## src/rtl/cu_pkg.sv

```systemverilog
// cu_pkg: state, instruction-class and control encodings shared by the multi-cycle sequencer
package cu_pkg;
  typedef enum logic [2:0] {S_IDLE, S_FETCH, S_DECODE, S_EXEC, S_MEM, S_WB, S_TRAP} state_e;
  typedef enum logic [2:0] {C_ALUI, C_R, C_BR, C_JMP, C_DIR, C_LD, C_ST} cls_e;
  localparam logic [1:0] ALU_ADD = 2'b00, ALU_LD = 2'b01, ALU_BR = 2'b10, ALU_R = 2'b11;
  localparam logic [1:0] PC_INC = 2'b00, PC_BR = 2'b01, PC_JMP = 2'b10;
  typedef struct packed {
    cls_e       cls;
    logic [1:0] alu_op;
    logic [2:0] alu_b;
    logic [2:0] imm_op;
    logic       alu_src;
    logic       reg_zero;
    logic       mem_to_reg;
  } ctrl_t;
endpackage

```

## src/rtl/cu_class_decode.sv

```systemverilog
// cu_class_decode: maps the 5-bit major opcode to its instruction class and datapath control bundle
module cu_class_decode
  import cu_pkg::*;
(
  input  logic [4:0] op,
  output ctrl_t      ctrl
);
  cls_e cls;
  logic br, jmp, dir;
  always_comb begin
    cls = op == 5'b11111 ? C_R :
          op[4:3] == 2'b10 ? C_BR :
          (op == 5'b00000 || op[4:2] == 3'b010) ? C_JMP :
          op[4:2] == 3'b000 ? C_DIR :
          op[4:2] == 3'b001 ? C_LD :
          op[4:2] == 3'b110 ? C_ST : C_ALUI;
    br = cls == C_BR;
    jmp = cls == C_JMP;
    dir = cls == C_DIR;
    ctrl.cls = cls;
    ctrl.alu_op = cls == C_R ? ALU_R : br ? ALU_BR : cls == C_LD ? ALU_LD : ALU_ADD;
    ctrl.alu_b = {op[3], op[1], op[0]};
    ctrl.imm_op = {dir & op[0], jmp | br, dir};
    ctrl.alu_src = cls != C_R;
    ctrl.reg_zero = ~op[1] & op[0];
    ctrl.mem_to_reg = cls == C_LD;
  end
endmodule

```

## src/rtl/multicycle_control_fsm.sv

```systemverilog
// multicycle_control_fsm: FETCH/DECODE/EXEC/MEM/WB sequencer with timed memory handshake; MCU_RETIRE_CNT_EN adds a retire counter
module multicycle_control_fsm
  import cu_pkg::*;
#(
  parameter int OPCODE_W  = 5,
  parameter int TIMEOUT_W = 4,
  parameter int RETIRE_W  = 16
) (
  input  logic                clk,
  input  logic                rst,
  input  logic [OPCODE_W-1:0] opcode,
  input  logic                mem_ready,
  input  logic                br_taken,
  output logic                mem_req,
  output logic                mem_we,
  output logic                ir_write,
  output logic                pc_write,
  output logic [1:0]          pc_src,
  output logic                reg_write,
  output logic                mem_to_reg,
  output logic                alu_src,
  output logic [1:0]          alu_op,
  output logic [2:0]          alu_b,
  output logic [2:0]          imm_op,
  output logic                reg_zero,
  output logic [2:0]          state,
  output logic                fault,
  output logic [RETIRE_W-1:0] instr_retired
);
  state_e               state_q, state_d;
  ctrl_t                ctrl_q, ctrl_d, dec;
  logic [TIMEOUT_W-1:0] wait_q, wait_d;
  logic                 timeout, fetch_done, exec;
  cu_class_decode u_dec (.op(opcode[OPCODE_W-1 -: 5]), .ctrl(dec));
  always_comb begin
    mem_req = state_q == S_FETCH || state_q == S_MEM;
    timeout = mem_req && !mem_ready && wait_q == TIMEOUT_W'(2 ** TIMEOUT_W - 2);
    wait_d = (mem_req && !mem_ready) ? wait_q + TIMEOUT_W'(1) : '0;
    ctrl_d = state_q == S_DECODE ? dec : ctrl_q;
    unique case (state_q)
      S_IDLE:   state_d = S_FETCH;
      S_FETCH:  state_d = mem_ready ? S_DECODE : timeout ? S_TRAP : S_FETCH;
      S_DECODE: state_d = S_EXEC;
      S_EXEC:   state_d = ctrl_q.cls == C_BR ? S_FETCH :
                          (ctrl_q.cls == C_LD || ctrl_q.cls == C_ST) ? S_MEM : S_WB;
      S_MEM:    state_d = mem_ready ? (ctrl_q.cls == C_LD ? S_WB : S_FETCH) :
                          timeout ? S_TRAP : S_MEM;
      S_WB:     state_d = S_FETCH;
      default:  state_d = S_TRAP;
    endcase
    fetch_done = state_q == S_FETCH && mem_ready;
    exec = state_q == S_EXEC;
    mem_we = state_q == S_MEM && ctrl_q.cls == C_ST;
    ir_write = fetch_done;
    pc_write = fetch_done || (exec && (ctrl_q.cls == C_JMP || (ctrl_q.cls == C_BR && br_taken)));
    pc_src = (exec && ctrl_q.cls == C_BR) ? PC_BR : (exec && ctrl_q.cls == C_JMP) ? PC_JMP : PC_INC;
    reg_write = state_q == S_WB;
    mem_to_reg = ctrl_q.mem_to_reg;
    alu_src = ctrl_q.alu_src;
    alu_op = ctrl_q.alu_op;
    alu_b = ctrl_q.alu_b;
    imm_op = ctrl_q.imm_op;
    reg_zero = ctrl_q.reg_zero;
    state = state_q;
    fault = state_q == S_TRAP;
  end
  always_ff @(posedge clk or posedge rst) begin
    if (rst) begin
      state_q <= S_IDLE;
      ctrl_q <= '0;
      wait_q <= '0;
    end else begin
      state_q <= state_d;
      ctrl_q <= ctrl_d;
      wait_q <= wait_d;
    end
  end
`ifdef MCU_RETIRE_CNT_EN
  logic [RETIRE_W-1:0] retired_q, retired_d;
  always_comb begin
    retired_d = retired_q + RETIRE_W'(state_d == S_FETCH &&
                (state_q == S_EXEC || state_q == S_MEM || state_q == S_WB));
  end
  always_ff @(posedge clk or posedge rst) begin
    if (rst) retired_q <= '0;
    else retired_q <= retired_d;
  end
  assign instr_retired = retired_q;
`else
  assign instr_retired = '0;
`endif
endmodule
```

## config.mk

```make
export PLATFORM = sky130hd
export DESIGN_NAME = multicycle_control_fsm
export DESIGN_NICKNAME = d
export VERILOG_FILES = /design/src/rtl/cu_pkg.sv /design/src/rtl/cu_class_decode.sv /design/src/rtl/multicycle_control_fsm.sv
export SDC_FILE = /design/constraint.sdc
export NUM_CORES = 1
export LEC_CHECK = 0
export BUFFER_PORTS_ARGS = -buffer_cell sky130_fd_sc_hd__buf_2
export CORE_ASPECT_RATIO = 0.9
export CORE_UTILIZATION = 35
export DETAILED_ROUTE_END_ITERATION = 12
export SLEW_MARGIN = 0
export SYNTH_ARGS = -nofsm -noshare
export SYNTH_HDL_FRONTEND = slang
export SYNTH_HIERARCHICAL = 1
export SYNTH_SLANG_ARGS = --single-unit
```

## constraint.sdc

```tcl
create_clock -name clk -period 2.1 [get_ports clk]
set_input_delay 0.105 -clock clk [delete_from_list [all_inputs] [get_ports clk]]
set_output_delay 0.105 -clock clk [all_outputs]
set_load 0.02 [all_outputs]
```

## Word level (Yosys, flattened, before mapping)

Cells that the tools add are included.
Widths: inputs -> output; s select.

| storage, ports and cells | value |
|---|---|
| register bits | 21 |
| latch bits | 0 |
| RAM bits | 0 |
| ROM bits | 0 |
| input port bits | 9 |
| output and inout port bits | 38 |
| word-level logic and storage cells | 74 |
| memories kept | 0 |

| cells by class | value |
|---|---|
| $add $sub $neg | 1 |
| multipliers | 0 |
| div/mod/pow operators | 0 |
| order comparisons | 0 |
| equal/unequal tests | 22 |
| shift-type cells | 0 |
| mux-type cells | 20 |
| bitwise operators | 4 |
| reduce and logical (&&, ||, !) cells | 18 |

Operators by type and width:

| kind | number |
|---|---|
| $mux 3 | 11 |
| $eq 3x3->1 const B | 8 |
| $eq 3x2->1 const B | 7 |
| $pmux 3 s5 | 1 |
| $mux 2 | 5 |
| $eq 3x1->1 const B | 3 |
| $logic_and 1x1->1 | 8 |
| $logic_not 3->1 | 2 |
| $eq 5x5->1 const B | 1 |
| $logic_not 5->1 | 1 |
| $logic_or 1x1->1 | 5 |
| $add 4x1->4 const B | 1 |
| $eq 4x4->1 const B | 1 |
| $mux 4 | 1 |
| $ne 3x1->1 const B | 1 |
| $and 1x1->1 | 2 |
| $eq 2x2->1 const B | 1 |
| $mux 1 | 2 |
| $reduce_or 2->1 | 1 |
| $logic_not 1->1 | 1 |
| $not 1->1 | 1 |
| $or 1x1->1 | 1 |

## Longest topological paths before layout

| logic depth | value |
|---|---|
| depth after elaboration | 11 |
| gate-level depth with buffers | 5 |

## Modules after synthesis

The synthesis kept the hierarchy.

By module, submodules not included:

| module | instances | cells each | area an instance (um^2) |
|---|---|---|---|
| multicycle_control_fsm | 1 | 113 | 1218.7 |
| cu_class_decode | 1 | 29 | 177.7 |

## Worst setup path after synthesis

Ideal clock, no wire load.

| timing path | value |
|---|---|
| path kind | reg2out |
| start | register state_q[1], in the netlist state[1] |
| end | output pc_write |
| arrival | 1.695 ns |
| data required time | 1.995 ns |
| path slack | 0.300 ns |
| cell stages (with the launch flop) | 5 |
| buffers on the path | 1 |
| cells stage by stage | dfrtp_1 -> buf_2 -> nand2b_1 -> nor3b_1 -> o21bai_1 |

| between the ends | value |
|---|---|
| word-level cells in the longest chain between the ends | 3 |
| elaborated cells between the ends (all ways) | 5 |

Ends and longest elaborated chain:

| item | line | RTL |
|---|---|---|
| start, declared | multicycle_control_fsm.sv:30 | `state_e state_q, state_d;` |
| start signal, assigned | multicycle_control_fsm.sv:73 | `state_q <= state_d;` |
| $eq 3x1->1 | multicycle_control_fsm.sv:51 | `fetch_done = state_q == S_FETCH && mem_ready;` |
| $logic_and 1x1->1 | multicycle_control_fsm.sv:51 |  |
| via ir_write | multicycle_control_fsm.sv:16 | `output logic ir_write,` |
| $logic_or 1x1->1 | multicycle_control_fsm.sv:55 | `pc_write = fetch_done \|\| (exec && (ctrl_q.cls == C_JMP \|\| (ctrl_q.cls == C_BR && br_taken)));` |
| end, declared | multicycle_control_fsm.sv:17 | `output logic pc_write,` |

The timed path passes the listed nets, and every way through them passes these cells.

## Final worst setup path

| timing path | value |
|---|---|
| start | register state_q[0], in the netlist state[0] |
| end | output pc_write |

| between the ends | value |
|---|---|
| word-level cells in the longest chain between the ends | 3 |
| elaborated cells between the ends (all ways) | 5 |

Ends and longest elaborated chain:

| item | line |
|---|---|
| $eq 3x1->1 or $eq 3x2->1 (tied branches) | multicycle_control_fsm.sv:51, multicycle_control_fsm.sv:52 |
| $logic_and 1x1->1, on equally long branches | multicycle_control_fsm.sv:51, multicycle_control_fsm.sv:55 |
| $logic_or 1x1->1 (*) | multicycle_control_fsm.sv:55 |

Mark *: on every way between the ends. The rest lies on a longest branch, timed or not.

==> qor.txt <==
Most common cell after layout, fill and taps aside -> buf_2
Area grow syn2layout -> 4.66%
Outcome -> finished with violations
Max stage delay on crit path -> 0.61 ns
Synthesized area -> 1400 sq um
Sequential share of the synthesized area -> 37.6%
WP data required -> 2.00 ns
Final setup vio count -> 0
Crit-path slowest cell -> dfrtp_1
Simple-gate share of the synthesized area -> 16.1%
Worst hold slack -> -0.0236 ns
Die height -> 61.9 um
Cells after Synth -> 142
Register name with the most flops -> wait_q
CTS root buf -> clkbuf_8
Synth cell types -> 38
Drt wl/cell -> 11.8 um
Final instance area -> 1460 sq um
Critical path, cell by cell -> nand2b_1 > nor3b_1 > o21bai_1 > buf_2
Setup crit start kind -> flip-flop
Routed WL -> 2420 um
GRT Overall Usage -> 12.4%
Synth Area in Compound Gates -> 10.4%
Hold Path Class -> in2async
Reg2Reg Depth -> 4
Clk slew on worst S/H paths -> 0.07 ns
RSZ-0062 raised after global routing -> no
F_max -> 587 MHz
1st-iter DRT viols -> 26
Setup TNS Final -> 0 ns
GRT Residual Overflow -> 0
H-Tree Depth -> 1
Ant. Diodes -> 0
Initial Util -> 37.2%
Hold_buf cts -> 0
Ports -> 47
R2r setup slk -> 0.54 ns
Worst r2r dst -> alu_b[0]
Clock Skews -> 0.00128 ns
Post-synthesis xor/xnor area fraction -> 2.51%
Tmin final -> 1.70 ns
Worst slew margin -> 48.4%
Max Buffers Root-to-Sink -> 2
Vias in the first global route -> 884
Largest family of logic cells by synthesized area -> buffers and inverters
Adder-Cell Fraction of Synth Area -> 1.79%
Commonest non-fill, non-tap cells in the layout -> buf_2, dfrtp_1, conb_1
IO Port Bufs -> 30
Placed cells -> 201
CTS resizes -> 0
Max FO, Critical Path -> 13
Final hold violation count -> 21
P_leak -> 0.749 nW
Largest net degree at the start of global routing -> 22
Worst Setup Path Type -> reg2out
Antenna violations before repair -> 0
Failing checks -> negative hold slack
Number of post-CTS setup repair buffers -> 0
Synthesis Warnings -> 6
Placer congestion estimate -> 0.828
Crit path DAT -> 1.60 ns
Drt pass-1 iters -> 4
Mean post-synth cell area -> 9.83 sq um
Max_cap viols -> 0
Core area -> 3760 sq um
Max reg flops -> 4
Via density -> 4.78
Dpl cell area -> 1420 sq um
Power density cells -> 502 nW/um^2
Final Power -> 0.733 mW
Die span in x -> 68.6 um
DRC -> 0
Clk_lat worst skew -> 0.26 ns
Die area -> 4250 sq um
Post-route insts no fill -> 205
Layout cell share with drive strength beyond 1 -> 34.6%
First-pass GRT wire length -> 3900 um
Max-slew violations -> 0
#FFs+latches synth -> 21
Mux share of post-synthesis cell area -> 11.3%
CTS Buf Count -> 3
Reg-to-Reg Start -> state[1]
Routed Antenna Nets -> 0
CTS tree -> built
Fin nets -> 171
Least-Margin Pin Slew -> 0.774 ns
CP endpoint kind -> output pin
Sink Count -> 21
Detailed placement HPWL -> 1830 um
Vias -> 980
Row count -> 21
Max VDD drop -> 286 uV
Crit share post-route -> 81.1%
kinds of logic (layout without fill, tap and decap cells):
logic type / count (synthesis) / in the layout
adder cells (fa/ha/maj): 2 / 2
multiplexers: 14 / 14
other: 1 / 16
AO/OA/AOI/OAI: 21 / 21
buffers and inverters: 40 / 42
flip-flops: 21 / 21
AND/OR/NAND/NOR: 39 / 39
XOR/XNOR: 4 / 4
layout make-up:
type,count,area (sq um)
Clock buffer,3,41.3
Fill cell,379,2300
Timing Repair Buffer,31,158
Multi-Input combinational cell,96,648
Tap cell,46,57.6
Clock inverter,1,5.00
Sequential cell,21,526
Inverter,7,26.3
worst max-delay path by stage:
stage	end	startpoint
2_1_floorplan	pc_write	state[1]
3_3_place_gp	alu_b[0]	state[1]
3_5_place_dp	alu_op[0]	state[1]
4_1_cts	pc_write	state[0]
5_1_grt	pc_write	state[0]
6_report	pc_write	state[0]
power by group:
part | switching, mW | internal, mW | total [mW]
combinational | 0.0560 | 0.0165 | 0.0725
clock | 0.124 | 0.132 | 0.256
sequential | 0 | 0.404 | 0.404
total | 0.180 | 0.553 | 0.733
critical path: cells and delay by family, from the launching register on:
| family | cells | cell delay, ns |
|---|---|---|
| AOI/OAI and AO/OA | 1 | 0.15 |
| buffers and inverters | 1 | 0.18 |
| DFF | 1 | 0.61 |
| and+or+nand+nor | 2 | 0.40 |
synthesized netlist by cell type, drive strengths merged:
cell | count | area (sq um)
a31oi | 1 | 6.26
or2 | 1 | 8.76
nand3b | 1 | 7.51
a21oi | 4 | 23.8
o221ai | 2 | 17.5
and3 | 2 | 12.5
ha | 2 | 25.0
nand3 | 3 | 15.0
mux2 | 14 | 158
nor2b | 4 | 25.0
a211o | 2 | 17.5
nor3 | 4 | 31.3
o211ai | 1 | 7.51
o21bai | 3 | 22.5
buf | 33 | 253
nor4 | 1 | 6.26
o21a | 1 | 7.51
o21ai | 4 | 20.0
o22ai | 1 | 6.26
nand2 | 6 | 22.5
xnor2 | 2 | 17.5
o41ai | 1 | 8.76
nor3b | 2 | 20.0
dfrtp | 21 | 526
a22oi | 1 | 7.51
inv | 7 | 26.3
conb | 1 | 3.75
nand4 | 2 | 12.5
xor2 | 2 | 17.5
nor2 | 10 | 37.5
nand2b | 3 | 26.3
metal layers:
| layer | wire [um] | vias up | GRT usage [%] |
|---|---|---|---|
| met3 | 148 | 4 | 2.19 |
| met2 | 1130 | 41 | 21.1 |
| met1 | 1110 | 462 | 15.3 |
| met5 | 0 | - | 0 |
| li1 | - | 473 | - |
| met4 | 36 | 0 | 6.25 |
per-stage QoR:
stage / util (%) / hold WS, ns / setup slack [ns]
floorplan: - / 0.0815 / 0.300
global placement: 37.7 / 0.283 / 0.607
detailed placement: 37.7 / 0.288 / 0.542
CTS: 38.9 / 0.000945 / 0.383
global route: 38.9 / 0.0475 / 0.285
finish: 38.9 / -0.0236 / 0.396
No activity file was read; power rests on OpenSTA's default activity.
